$ cat src/rtl/toy_regfile_sb.sv
// toy_regfile_sb: register file with zero-latency write-through reads and a
// one-bit-per-register pending-write scoreboard (BUSY / OUTSTANDING / ERR).
// Optional build macro: TOY_REGFILE_R0_ZERO_EN -- register 0 hardwired to zero.
// Legal NRD range is 1..4.

// One read port: bypass of the in-flight write, else the stored value.
// BUSY comes from registered pend only, so a same-cycle issue or write-back
// does not show up until the following cycle.
module toy_regfile_sb_rdport #(
    parameter int AW = 5,
    parameter int DW = 32
) (
    input  logic [(2**AW)-1:0][DW-1:0] mem,
    input  logic [(2**AW)-1:0]         pend,
    input  logic                       wen,
    input  logic [AW-1:0]              wa,
    input  logic [DW-1:0]              di,
    input  logic [AW-1:0]              ra,
    output logic [DW-1:0]              dout,
    output logic                       busy
);

    // combinational read with write-through bypass
    always_comb begin
        dout = (wen && (wa == ra)) ? di : mem[ra];
        busy = pend[ra];
    end

endmodule

module toy_regfile_sb #(
    parameter int AW  = 5,
    parameter int DW  = 32,
    parameter int NRD = 2
) (
    input  logic              CLK,
    input  logic              RST,
    input  logic              WEN,
    input  logic [AW-1:0]     WA,
    input  logic [DW-1:0]     DI,
    input  logic [NRD*AW-1:0] RA,
    output logic [NRD*DW-1:0] DOUT,
    input  logic              ISSUE,
    input  logic [AW-1:0]     ISSUE_RD,
    output logic [NRD-1:0]    BUSY,
    output logic [AW:0]       OUTSTANDING,
    output logic              ERR
);

    localparam int ENTRY = 2**AW;

    logic [ENTRY-1:0][DW-1:0] mem;
    logic [ENTRY-1:0]         pend;
    logic [AW:0]              cnt;
    logic                     err;

    // effective enables: with R0 hardwired, anything aimed at register 0 is
    // dropped here so storage, scoreboard and bypass all see nothing
    logic wen_e;
    logic iss_e;
`ifdef TOY_REGFILE_R0_ZERO_EN
    assign wen_e = WEN   && (WA != '0);
    assign iss_e = ISSUE && (ISSUE_RD != '0);
`else
    assign wen_e = WEN;
    assign iss_e = ISSUE;
`endif

    // counter tracks popcount(pend) incrementally: +1 for a fresh pending
    // register, -1 for a write-back that retires one; a write-back to the
    // register being re-issued this cycle does not retire it
    logic cnt_inc;
    logic cnt_dec;
    assign cnt_inc = iss_e && !pend[ISSUE_RD];
    assign cnt_dec = wen_e && pend[WA] && !(iss_e && (ISSUE_RD == WA));

    // storage, scoreboard, outstanding count and sticky error
    always_ff @(posedge CLK) begin
        if (RST) begin
            mem  <= '0;
            pend <= '0;
            cnt  <= '0;
            err  <= 1'b0;
        end else begin
            if (wen_e) begin
                mem[WA]  <= DI;
                pend[WA] <= 1'b0;
            end
            // placed after the clear so a same-register issue wins
            if (iss_e) pend[ISSUE_RD] <= 1'b1;
            cnt <= cnt + {{AW{1'b0}}, cnt_inc} - {{AW{1'b0}}, cnt_dec};
            if (iss_e && pend[ISSUE_RD]) err <= 1'b1;
        end
    end

    assign OUTSTANDING = cnt;
    assign ERR         = err;

    for (genvar i = 0; i < NRD; i++) begin : g_rd
        toy_regfile_sb_rdport #(.AW(AW), .DW(DW)) u_rd (
            .mem  (mem),
            .pend (pend),
            .wen  (wen_e),
            .wa   (WA),
            .di   (DI),
            .ra   (RA[i*AW +: AW]),
            .dout (DOUT[i*DW +: DW]),
            .busy (BUSY[i])
        );
    end

endmodule

$ cat config.mk
export PLATFORM = sky130hd
export DESIGN_NAME = toy_regfile_sb
export DESIGN_NICKNAME = d
export VERILOG_FILES = /design/src/rtl/toy_regfile_sb.sv
export SDC_FILE = /design/constraint.sdc
export NUM_CORES = 2
export LEC_CHECK = 0
export CAP_MARGIN = 20
export CORE_UTILIZATION = 58
export CTS_BUF_LIST = sky130_fd_sc_hd__clkbuf_2
export CTS_CLUSTER_SIZE = 25
export DETAILED_ROUTE_END_ITERATION = 16
export MAX_ROUTING_LAYER = met4
export PLACE_DENSITY = 0.8
export SYNTH_ARGS = -nofsm -noshare
export SYNTH_HDL_FRONTEND = slang
export SYNTH_SLANG_ARGS = --single-unit
$ cat constraint.sdc
create_clock -name CLK -period 5.3 [get_ports CLK]
set_clock_uncertainty 0.1 [all_clocks]
set_input_delay 1.325 -clock CLK [delete_from_list [all_inputs] [get_ports CLK]]
set_output_delay 1.325 -clock CLK [all_outputs]
set_load 0.01 [all_outputs]
==> flow_summary.ini <==
[power_and_ir_drop]
internal_power_mw = 11.53
sequentialPowerShare = 0.487
p_leak_nw = 24.39
p_clk_frac = 0.357
total_power_mw = 16.67
vdd.ir_drop.worst_mv = 0.2285
switching_share = 0.3086
power_density_nw_per_um2 = 258.3
switching_power_mw = 5.146
combPwrFrac = 0.156

[clock_tree]
cts.sinks = 1063
path_clk_slew_ps = 100
cts_max_path_buffers = 4
cts_tree = done
cts_inserted_buffers = 290
clock_latency_ps = 1520
cts_htree_levels = 5
root_buffer = clkbuf_2
postCtsHoldBufs = 0

[finish]
area_growth_syn_to_layout_pct = 15.13
fillers = 7512
nets = 7294
drive_above_1_share = 0.1590
final_area_um2 = 64570

[detailed_routing]
viasPerCell = 6.782
routed_wirelength_um = 231200
antenna_left = 0
drt_first_pass_iters = 14
drcViolationCount = 0
wl_per_cell_um = 26.61
drtIter0Drc = 9277
num_vias = 58910

[run_status]
violations = setup timing
status = complete, but fails checks

[floorplan]
core_um2 = 95440
die_w_um = 313.0
die_area_um2 = 97940
rows = 113
start_util = 0.5876
pin_count = 129
die_height_um = 313.0

[global_route]
grt_start_max_net_pins = 124
grt_usage = 0.4655
grt_pass1_vias = 56340
antenna_found_initial = 10
grt_pass1_wl_um = 338400
grt-ovfl-total = 0

[logic_synthesis]
ys_async_sr_fraction = 0
netlist_area_um2 = 56080
yosys_warnings = 0
synth_top_area_frac = 0.3795
ys_top_cells_by_area = dfxtp_1, mux2i_1, nand2_1, a21oi_1, a22oi_1
yosysMostFrequentCell = nand2_1
ys.flop_type = dfxtp_1
netlist_instances = 7030
ys_seq_elements = 1063
synth_common_cells = nand2_1, a21oi_1, dfxtp_1
post-synth-top-area-cell = dfxtp_1
avgSynthCellArea_um2 = 7.977
synth-edff-count = 0
syn_nets = 7093
seq_area_frac_synth = 0.3795
yosysUniqueCellTypes = 48

[sta]
fin_crit_sh = 1.017
hold_viol_final = 0
post-route-min-period_ps = 5392
maxSlewViolCount = 0
setup_viol = 14
holdWs_ps = 116.6
rsz0062_at_grt = true
slew_headroom = 0.1967
setup-tns-final_ps = -365.3
fmax_mhz = 185.5
worst_pin_slew_ps = 1201
worst_slack_ps = -91.50

[worst_setup_path]
r2r_end = OUTSTANDING[4]$_SDFF_PP0_
worstRegToRegCells = 13
reg2reg_setup_slack_ps = 2020
cp.arrival_ps = 3970
path_max_fanout = 11
rr_startpoint = pend[3]$_SDFF_PP0_
endpoint_kind = output port
crit_required_ps = 3880
critPathKind = in2out
cp-start-kind = primary input

[worst_hold_path]
holdCritStartpoint = RST
holdCritPathClass = in2reg
min_to = mem[676]$_SDFFE_PP0P_
min_path_cells = 2

[placement]
port_buffers = 128
place_congestion = 1.004
placed_area_um2 = 60870
dp_hpwl_um = 140100

[job]
cap_viol_max_count = 0
stage by stage:
step	utilization	setup WS, ps	cells
floorplan	-	882.0	7030
global placement	0.6378	-556.8	8173
detailed placement	0.6378	-592.1	8173
CTS	0.6709	-103.4	8655
global route	0.6764	-77.96	8682
finish	0.6766	-91.50	8686
what timing repair did:
item                                    in CTS  in global routing
setup buffers                               14                  9
endpoints found under the setup margin      63                 39
resized for setup                          107                 61
gates cloned                                 5                  3
pin swaps                                   26                 20
registers in the layout, summed over array words and instances (netlist names):
name / count
mem: 1024
OUTSTANDING: 6
pend: 32
ERR: 1
routing by layer:
layer  wire, um  part of all wire  global-route usage  vias to the layer above
met5          0                 0                   -                        -
met4      22830             0.099              0.3848                        0
met3      36600              0.16              0.1378                     1575
met2      93380              0.40              0.6438                     4986
met1      78340              0.34              0.5555                    27270
li1           -                 -                   -                    25070
power groups by stage:
| stage | clock, mW | combinational [mW] | sequential, mW |
|---|---|---|---|
| after global placement | 0 | 2.36 | 8.29 |
| after floorplan | 0 | 1.38 | 8.29 |
| after global routing | 6.32 | 2.66 | 8.13 |
| after detailed placement | 0 | 2.39 | 8.30 |
| final | 5.95 | 2.61 | 8.12 |
| after CTS | 5.87 | 2.46 | 8.11 |
how the worst max path moves through the flow:
stage          startpoint        to  cells after the start
2_1_floorplan       RA[5]   BUSY[1]                      6
3_3_place_gp        RA[6]  DOUT[50]                      9
3_5_place_dp        RA[6]  DOUT[33]                     10
4_1_cts             RA[2]   DOUT[1]                     10
5_1_grt             RA[2]   DOUT[3]                     11
6_report            RA[2]   DOUT[3]                     11
logic make-up (layout without fill, tap and decap cells):
logic type	Yosys count	in the layout	share of synthesized area
xor gates and xnor gates	20	20	0.003123
buffers and inverters	744	1115	0.06109
and+or+nand+nor	2296	2297	0.1570
adders and majority gates	7	7	0.001696
muxes	1062	1062	0.1976
other	0	19	0
AOI/OAI and AO/OA	1838	1838	0.2000
DFF	1063	1063	0.3795
worst max-delay path: stages:
cell and delay (ps):
clkdlybuf4s50_1 420, buf_6 160, nor2_4 390, buf_4 210, buf_12 160, buf_4 170, a22oi_1 90, a21oi_1 290
o41ai_2 130, buf_4 140, clkdlybuf4s50_1 470
cells in the final DEF (no fill, tap or decap), types with 87 or more instances in the layout:
master,synthesis,routed
a221oi_1,127,102
a22oi_1,294,294
buf_12,0,103
clkbuf_2,0,415
a21oi_1,1155,1150
mux2i_1,1024,1024
dfxtp_1,1063,1063
clkdlybuf4s50_1,0,87
buf_4,62,402
nand2_1,2159,2125
a22o_1,127,127
layout make-up:
type / count / area (um2) / area share
Sequential cell: 1063 / 21280 / 0.3296
Antenna cell: 19 / 47.55 / 0.0007364
Tap cell: 1265 / 1583 / 0.02451
Timing Repair Buffer: 644 / 6680 / 0.1035
Clock buffer: 415 / 2077 / 0.03217
Clock inverter: 48 / 371.6 / 0.005755
Multi-Input combinational cell: 5224 / 32500 / 0.5033
Inverter: 8 / 30.03 / 0.0004651
(Power assumes the default switching activity.)
